<file path="src/rtl/stepper_pkg.sv">
// stepper_pkg: definitions shared by the coil driver and the phase decoder.
//   - PH_0..PH_3 : energized coil codes {jb1,jb2,jb3,jb4} for phase index 0..3
//   - PH_OFF     : de-energized code
//   - state_e    : decoder lock state
//   - decode_phase() : maps a 4-bit coil code to {legal, off, idx}
package stepper_pkg;

    localparam logic [3:0] PH_0   = 4'b1001;
    localparam logic [3:0] PH_1   = 4'b1010;
    localparam logic [3:0] PH_2   = 4'b0110;
    localparam logic [3:0] PH_3   = 4'b0101;
    localparam logic [3:0] PH_OFF = 4'b0000;

    typedef enum logic {
        UNLOCKED = 1'b0,
        LOCKED   = 1'b1
    } state_e;

    typedef struct packed {
        logic       legal;  // one of the four energized codes
        logic       off;    // all coils de-energized
        logic [1:0] idx;    // phase index, meaningful only when legal
    } phase_dec_t;

    function automatic phase_dec_t decode_phase(input logic [3:0] code);
        phase_dec_t d;
        d = '0;
        case (code)
            PH_0:    begin d.legal = 1'b1; d.idx = 2'd0; end
            PH_1:    begin d.legal = 1'b1; d.idx = 2'd1; end
            PH_2:    begin d.legal = 1'b1; d.idx = 2'd2; end
            PH_3:    begin d.legal = 1'b1; d.idx = 2'd3; end
            PH_OFF:  d.off = 1'b1;
            default: d = '0;
        endcase
        return d;
    endfunction

endpackage

</file>
<file path="src/rtl/stepper_phase_decoder_if.sv">
// stepper_phase_decoder_if: coil observation inputs and decoded readout.
//   master : drives phase_in/home/clear_error, observes readout
//   slave  : the decoder side
interface stepper_phase_decoder_if #(
    parameter int POS_WIDTH = 16
);
    logic [3:0]           phase_in;
    logic                 home;
    logic                 clear_error;
    logic                 step_pulse;
    logic                 step_dir;
    logic [POS_WIDTH-1:0] position;
    logic [1:0]           phase_idx;
    logic                 phase_valid;
    logic                 error;
    logic                 moving;

    modport master (
        output phase_in, home, clear_error,
        input  step_pulse, step_dir, position, phase_idx, phase_valid, error, moving
    );

    modport slave (
        input  phase_in, home, clear_error,
        output step_pulse, step_dir, position, phase_idx, phase_valid, error, moving
    );
endinterface

</file>
<file path="src/rtl/phase_filter.sv">
// phase_filter: 2-flop synchronizer plus stability filter for the coil pattern.
//   clk, rst_n    : clock, async active-low reset
//   phase_in      : raw asynchronous coil pattern
//   commit_code   : pattern being committed (valid while commit is high)
//   commit        : one-cycle strobe when a new stable pattern is accepted
module phase_filter #(
    parameter int STABLE_CYCLES = 16
) (
    input  logic       clk,
    input  logic       rst_n,
    input  logic [3:0] phase_in,
    output logic [3:0] commit_code,
    output logic       commit
);
    localparam int              CW      = (STABLE_CYCLES > 1) ? $clog2(STABLE_CYCLES) : 1;
    localparam logic [CW-1:0]   CNT_MAX = CW'(STABLE_CYCLES - 1);

    logic [3:0]    sync1_q, sync2_q;
    logic [3:0]    cand_q, cand_d;
    logic [CW-1:0] cnt_q, cnt_d;
    logic [3:0]    committed_q, committed_d;

    always_ff @(posedge clk or negedge rst_n) begin
        if (!rst_n) begin
            sync1_q     <= '0;
            sync2_q     <= '0;
            cand_q      <= '0;
            cnt_q       <= '0;
            committed_q <= '0;
        end else begin
            sync1_q     <= phase_in;
            sync2_q     <= sync1_q;
            cand_q      <= cand_d;
            cnt_q       <= cnt_d;
            committed_q <= committed_d;
        end
    end

    always_comb begin
        cand_d      = cand_q;
        cnt_d       = cnt_q;
        committed_d = committed_q;
        commit      = 1'b0;
        commit_code = cand_q;

        if (sync2_q != cand_q) begin
            cand_d = sync2_q;
            cnt_d  = '0;
        end else if (cnt_q != CNT_MAX) begin
            cnt_d = cnt_q + CW'(1);
        end

        // Counter saturates, so a stable candidate commits exactly once.
        if (cnt_q == CNT_MAX && cand_q != committed_q && sync2_q == cand_q) begin
            commit      = 1'b1;
            committed_d = cand_q;
        end
    end
endmodule

</file>
<file path="src/rtl/stepper_phase_decoder.sv">
// stepper_phase_decoder: decodes the observed 4-phase coil pattern into step
// events, direction and a signed position count; flags illegal codes and skips.
//   CLK100MHZ : system clock
//   resetn    : async active-low reset
//   bus       : slave side of stepper_phase_decoder_if
//               in : phase_in, home, clear_error
//               out: step_pulse, step_dir, position, phase_idx, phase_valid,
//                    error, moving
module stepper_phase_decoder
    import stepper_pkg::*;
#(
    parameter int STABLE_CYCLES = 16,
    parameter int POS_WIDTH     = 16,
    parameter int IDLE_CYCLES   = 3_000_000
) (
    input  logic                    CLK100MHZ,
    input  logic                    resetn,
    stepper_phase_decoder_if.slave  bus
);
    localparam int IDLE_W = $clog2(IDLE_CYCLES + 1);

    logic [3:0]  commit_code;
    logic        commit;
    phase_dec_t  dec;

    state_e                 state_q, state_d;
    logic [1:0]             idx_q, idx_d;
    logic                   valid_q, valid_d;
    logic                   error_q, error_d;
    logic                   step_pulse_q, step_pulse_d;
    logic                   step_dir_q, step_dir_d;
    logic [POS_WIDTH-1:0]   position_q, position_d;
    logic [IDLE_W-1:0]      idle_q, idle_d;

    logic                   err_set;
    logic [POS_WIDTH-1:0]   pos_step;
    logic [1:0]             idx_inc, idx_dec, idx_skip;

    phase_filter #(
        .STABLE_CYCLES (STABLE_CYCLES)
    ) u_filter (
        .clk         (CLK100MHZ),
        .rst_n       (resetn),
        .phase_in    (bus.phase_in),
        .commit_code (commit_code),
        .commit      (commit)
    );

    always_ff @(posedge CLK100MHZ or negedge resetn) begin
        if (!resetn) begin
            state_q      <= UNLOCKED;
            idx_q        <= '0;
            valid_q      <= 1'b0;
            error_q      <= 1'b0;
            step_pulse_q <= 1'b0;
            step_dir_q   <= 1'b0;
            position_q   <= '0;
            idle_q       <= '0;
        end else begin
            state_q      <= state_d;
            idx_q        <= idx_d;
            valid_q      <= valid_d;
            error_q      <= error_d;
            step_pulse_q <= step_pulse_d;
            step_dir_q   <= step_dir_d;
            position_q   <= position_d;
            idle_q       <= idle_d;
        end
    end

    always_comb begin
        dec          = decode_phase(commit_code);
        idx_inc      = idx_q + 2'd1;
        idx_dec      = idx_q - 2'd1;
        idx_skip     = idx_q + 2'd2;

        state_d      = state_q;
        idx_d        = idx_q;
        valid_d      = valid_q;
        err_set      = 1'b0;
        step_pulse_d = 1'b0;
        step_dir_d   = step_dir_q;
        pos_step     = position_q;

        if (commit) begin
            case (state_q)
                UNLOCKED: begin
                    if (dec.legal) begin
                        idx_d   = dec.idx;
                        valid_d = 1'b1;
                        state_d = LOCKED;
                    end else if (dec.off) begin
                        valid_d = 1'b0;
                    end else begin
                        err_set = 1'b1;
                        valid_d = 1'b0;
                    end
                end
                LOCKED: begin
                    if (dec.legal) begin
                        idx_d   = dec.idx;
                        valid_d = 1'b1;
                        // Equal index (return from OFF to the same phase) is not a step.
                        if (dec.idx == idx_inc) begin
                            step_pulse_d = 1'b1;
                            step_dir_d   = 1'b1;
                            pos_step     = position_q + POS_WIDTH'(1);
                        end else if (dec.idx == idx_dec) begin
                            step_pulse_d = 1'b1;
                            step_dir_d   = 1'b0;
                            pos_step     = position_q - POS_WIDTH'(1);
                        end else if (dec.idx == idx_skip) begin
                            err_set = 1'b1;
                        end
                    end else if (dec.off) begin
                        valid_d = 1'b0;
                    end else begin
                        err_set = 1'b1;
                        valid_d = 1'b0;
                        state_d = UNLOCKED;
                    end
                end
                default: state_d = UNLOCKED;
            endcase
        end

        position_d = bus.home ? '0 : pos_step;

        if (err_set)
            error_d = 1'b1;
        else if (bus.clear_error)
            error_d = 1'b0;
        else
            error_d = error_q;

        if (step_pulse_q)
            idle_d = IDLE_W'(IDLE_CYCLES);
        else if (idle_q != '0)
            idle_d = idle_q - IDLE_W'(1);
        else
            idle_d = '0;
    end

    assign bus.step_pulse  = step_pulse_q;
    assign bus.step_dir    = step_dir_q;
    assign bus.position    = position_q;
    assign bus.phase_idx   = idx_q;
    assign bus.phase_valid = valid_q;
    assign bus.error       = error_q;
    assign bus.moving      = (idle_q != '0);
endmodule

</file>
<file path="src/flat_wrapper.sv">
// flat-port wrapper written by rule: the top's interface ports become plain ports
module stepper_phase_decoder_flat import stepper_pkg::*;
#(
    parameter int STABLE_CYCLES = 16,
    parameter int POS_WIDTH     = 16,
    parameter int IDLE_CYCLES   = 3_000_000
)
  (CLK100MHZ, resetn, bus_phase_in, bus_home, bus_clear_error, bus_step_pulse, bus_step_dir, bus_position, bus_phase_idx, bus_phase_valid, bus_error, bus_moving);
  stepper_phase_decoder_if #(.POS_WIDTH(POS_WIDTH)) bus_i ();
  input  logic CLK100MHZ;
  input  logic resetn;
  input wire logic [$bits(bus_i.phase_in)-1:0] bus_phase_in;
  input wire logic [$bits(bus_i.home)-1:0] bus_home;
  input wire logic [$bits(bus_i.clear_error)-1:0] bus_clear_error;
  output wire logic [$bits(bus_i.step_pulse)-1:0] bus_step_pulse;
  output wire logic [$bits(bus_i.step_dir)-1:0] bus_step_dir;
  output wire logic [$bits(bus_i.position)-1:0] bus_position;
  output wire logic [$bits(bus_i.phase_idx)-1:0] bus_phase_idx;
  output wire logic [$bits(bus_i.phase_valid)-1:0] bus_phase_valid;
  output wire logic [$bits(bus_i.error)-1:0] bus_error;
  output wire logic [$bits(bus_i.moving)-1:0] bus_moving;
  assign bus_i.phase_in = bus_phase_in;
  assign bus_i.home = bus_home;
  assign bus_i.clear_error = bus_clear_error;
  assign bus_step_pulse = bus_i.step_pulse;
  assign bus_step_dir = bus_i.step_dir;
  assign bus_position = bus_i.position;
  assign bus_phase_idx = bus_i.phase_idx;
  assign bus_phase_valid = bus_i.phase_valid;
  assign bus_error = bus_i.error;
  assign bus_moving = bus_i.moving;
  stepper_phase_decoder #(.STABLE_CYCLES(STABLE_CYCLES), .POS_WIDTH(POS_WIDTH), .IDLE_CYCLES(IDLE_CYCLES)) u_core (.CLK100MHZ(CLK100MHZ), .resetn(resetn), .bus(bus_i));
endmodule
</file>
<file path="config.mk">
export PLATFORM = sky130hd
export DESIGN_NAME = stepper_phase_decoder_flat
export DESIGN_NICKNAME = d
export VERILOG_FILES = /design/src/rtl/stepper_pkg.sv /design/src/rtl/stepper_phase_decoder_if.sv /design/src/rtl/phase_filter.sv /design/src/rtl/stepper_phase_decoder.sv /design/src/flat_wrapper.sv
export SDC_FILE = /design/constraint.sdc
export NUM_CORES = 1
export LEC_CHECK = 0
export BUFFER_PORTS_ARGS = -buffer_cell sky130_fd_sc_hd__buf_2
export CAP_MARGIN = 20
export CORE_ASPECT_RATIO = 1.2
export CORE_UTILIZATION = 60
export DETAILED_ROUTE_END_ITERATION = 8
export PLACE_DENSITY = 0.8
export SLEW_MARGIN = 30
export SYNTH_ARGS = -nofsm -noshare
export SYNTH_HDL_FRONTEND = slang
export SYNTH_SLANG_ARGS = --single-unit
</file>
<file path="constraint.sdc">
create_clock -name CLK100MHZ -period 3.99 [get_ports CLK100MHZ]
set_input_delay 0.798 -clock CLK100MHZ [delete_from_list [all_inputs] [get_ports CLK100MHZ]]
set_output_delay 0.798 -clock CLK100MHZ [all_outputs]
set_load 0.05 [all_outputs]
</file>
==> results.tsv <==
stage	metric	value	unit
status	outcome	finished clean	
synthesis	synth_edf_count	0	
pwr	p_clk_share	43.3	%
clocking	h-tree-depth	3	
clocking	clk_pin_slew	0.07	ns
synthesis	synthCells	367	
clocking	cts_sinks	65	
layout	drive_gt1_share	17.0	%
layout	antenna_cells	0	
synthesis	postSynthAreaPerCell	10.0	sq um
placement	gp_congestion	0.893	
timing	report.final.hold_viol_count	0	
route	drc	0	
worst_hold_path	hp-class	reg -> reg	
global_route	grt_pass1_wl	11500	um
clocking	root_buffer	clkbuf_8	
timing	finalSetupViolations	0	
worst_setup_path	crit_fanout	14	
timing	rsz0062_at_grt	false	
global_route	use_met1	29.0	%
placement	io_buffers	30	
timing	finalClockSkew	0.00569	ns
clocking	cts_buffers	9	
timing	setup_tns	0	ns
floorplan	die_h	87.8	um
route	drt-initial-drc-count	113	
timing	min_period	3.68	ns
timing	tightest_slew	0.643	ns
synthesis	synth_seq_cells	65	
route	routed_wirelength	6770	um
synthesis	synth_ff_type	dfrtp_1	
timing	slew_viol_final	0	
route	dr_total_vias	2760	
global_route	grt_pass1_vias	2648	
placement	dp_hpwl	4790	um
timing	timing.final.crit_share	92.3	%
global_route	grt.overflow.total	0	
timing	fmax	272	MHz
pwr	pwr-share-seq	51.7	%
floorplan	ios	31	
layout	final_cell_mix	dfrtp_1, nor2_1, nand2_1, buf_2, a21oi_1	
layout	ff_latch_area	0.00163	sq mm
synthesis	ys_types	60	
global_route	antenna_found_initial	0	
clocking	cts_resized	0	
route	drtPass1Iterations	4	
worst_setup_path	path_class	reg -> reg	
floorplan	dieArea	0.00645	sq mm
pwr	power_switching	0.000306	W
layout	nets	427	
route	ant_nets	0	
floorplan	fp-row-count	30	
global_route	grt-busiest-layer	met2	
worst_setup_path	crit_path_start_kind	flip-flop	
timing	max-slew-margin-rel	56.7	%
synthesis	synth_area	0.00368	sq mm
floorplan	initial_core_util	63.7	%
layout	synthToLayoutAreaGrowth	11.7	%
route	viasPerCell	5.69	
worst_setup_path	end_kind	flip-flop	
layout	multi_input_area	0.00196	sq mm
floorplan	core-area	0.00578	sq mm
pwr	p_int	0.000996	W
synthesis	syn_nets	394	
pwr	p_comb_share	5.0	%
job	cap_violations	0	
clocking	cts_tree	done	
floorplan	die_x	73.5	um
clocking	clockBufferDepth	2	
worst_setup_path	crit_arrival	3.95	ns
synthesis	yosysWarningCount	0	
synthesis	seq_area_frac_synth	44.2	%
placement	pre_cts_ws	0.258	ns
pwr	swShare	23.5	%
layout	fillers	450	
layout	final_common_cell	dfrtp_1	
global_route	gr-usage-met3	4.03	%
global_route	gr-usage-met2	38.8	%
clocking	worstSkewPairLatency	0.34	ns
worst_setup_path	required	4.26	ns
pwr	power_density	317	mW/mm^2
pwr	ir_drop	0.196	mV
timing	layout_setup_ws	0.308	ns
synthesis	async_flop_share	100	%
global_route	track_usage	23.4	%
pwr	leakage	2.15	nW
route	avgRoutedWirePerCell	14.0	um
pwr	total_power	0.00130	W
global_route	grt_max_degree	49	
[power groups by stage]
stage / Combinational (W) / Sequential, W / Clock (W)
after CTS: 0.0000651 / 0.000673 / 0.000580
after global routing: 0.0000749 / 0.000674 / 0.000610
after detailed placement: 0.0000647 / 0.000686 / 0
after floorplan: 0.0000446 / 0.000681 / 0
after global placement: 0.0000626 / 0.000686 / 0
final: 0.0000654 / 0.000673 / 0.000564
[synth_stat cells, types with 2 or more instances]
cell      number  area share [%]
or3_1          4            0.68
nor3_4         2            0.88
buf_2          5            0.68
and3_1         2            0.34
a221oi_1       2            0.48
nor3_1        10             1.4
dfrtp_1       65              44
ha_1          18             6.1
and2_1         2            0.34
nor2b_1        5            0.85
a211oi_1       6             1.2
xnor2_1       23             5.5
nand2_1       29             3.0
o211ai_1       2            0.41
o21ai_0       13             1.8
o41ai_1        2            0.48
a21oi_1       25             3.4
a31oi_1        2            0.34
a21o_1        13             2.7
mux2_2         4             1.2
nand3b_1       3            0.61
inv_1          6            0.61
mux2i_1       12             3.3
nand4_1        2            0.34
o31ai_1        3            0.61
nor4_1         2            0.34
nand3_1        4            0.54
nand2b_1       5            0.85
clkbuf_1       6            0.61
nor2_1        47             4.8
xor2_1        14             3.3
[per-layer routing]
| metal | part of all wire, % | vias up |
|---|---|---|
| met5 | 0 | - |
| met4 | 2.7 | 0 |
| met3 | 2.9 | 17 |
| met2 | 48 | 57 |
| met1 | 47 | 1323 |
| li1 | - | 1363 |
[cell type report]
cell class | instances | area share [%]
inverters | 7 | 0.639
flip-flops and latches | 65 | 39.6
multi-input cells | 281 | 47.6
well taps | 80 | 2.44
clock buffers | 10 | 3.35
repair buffers | 36 | 4.81
clock inverters | 6 | 1.58
[kinds of logic after synthesis]
| group | count (synthesis) | share of synthesized area (%) |
|---|---|---|
| adder cells (fa/ha/maj) | 19 | 6.66 |
| flip-flops | 65 | 44.2 |
| AND/OR/NAND/NOR | 130 | 19.0 |
| multiplexers | 17 | 5.10 |
| buffers and inverters | 21 | 2.62 |
| AO/OA/AOI/OAI | 78 | 13.6 |
| XOR/XNOR | 37 | 8.81 |
[what timing repair did]
item,CTS,global route
setup endpoints to repair,0,2
setup buffers,0,3
hold buffers,0,0
[metrics by stage]
step	util, %	hold WS, ns	instance area, sq um	instances
final	71.1	0.349	4110	485
after global placement	67.2	0.335	3880	466
after global routing	71.1	0.366	4110	485
after CTS	70.7	0.352	4090	482
after floorplan	-	0.331	3680	367
after detailed placement	67.2	0.336	3880	466
[worst paths after layout]
kind	from	to	slack [ns]	cells past startpoint
setup reg to reg	u_core.u_filter.commit_code[2]	u_core.bus.position[15]	0.31	12
hold / removal	u_core.u_filter.sync1_q[0]	u_core.u_filter.sync2_q[0]	0.35	0
max in group asynchronous	resetn	u_core.bus.position[1]	2.88	2
setup / recovery	u_core.u_filter.commit_code[2]	u_core.bus.position[15]	0.31	12
hold reg to reg	u_core.u_filter.sync1_q[0]	u_core.u_filter.sync2_q[0]	0.35	0
min in group asynchronous	resetn	u_core.u_filter.cnt_q[2]	0.45	1
[flip-flops by register name, indices dropped and copies added, names as in the netlist]
signal and flops:
u_core.idle_q 22, u_core.bus.step_dir 1, u_core.bus.position 16, u_core.u_filter.commit_code 4
u_core.u_filter.cnt_q 4, u_core.bus.error 1, u_core.u_filter.sync1_q 4, u_core.u_filter.sync2_q 4
u_core.bus.phase_idx 2, u_core.bus.step_pulse 1, u_core.bus.phase_valid 1, u_core.state_q 1
u_core.u_filter.committed_q 4
[critical path: stages (launching register included)]
cell and delay (ns):
dfrtp_1 0.49, nor2b_1 0.22, or2_1 0.28, o211a_1 0.13, mux4_2 0.64, ha_1 0.42, o211ai_1 0.12, o21ai_0 0.26
o2111ai_1 0.21, a211oi_1 0.29, xnor2_1 0.10, or3_1 0.30, a21oi_1 0.14
No activity file was read; power rests on OpenSTA's default activity.
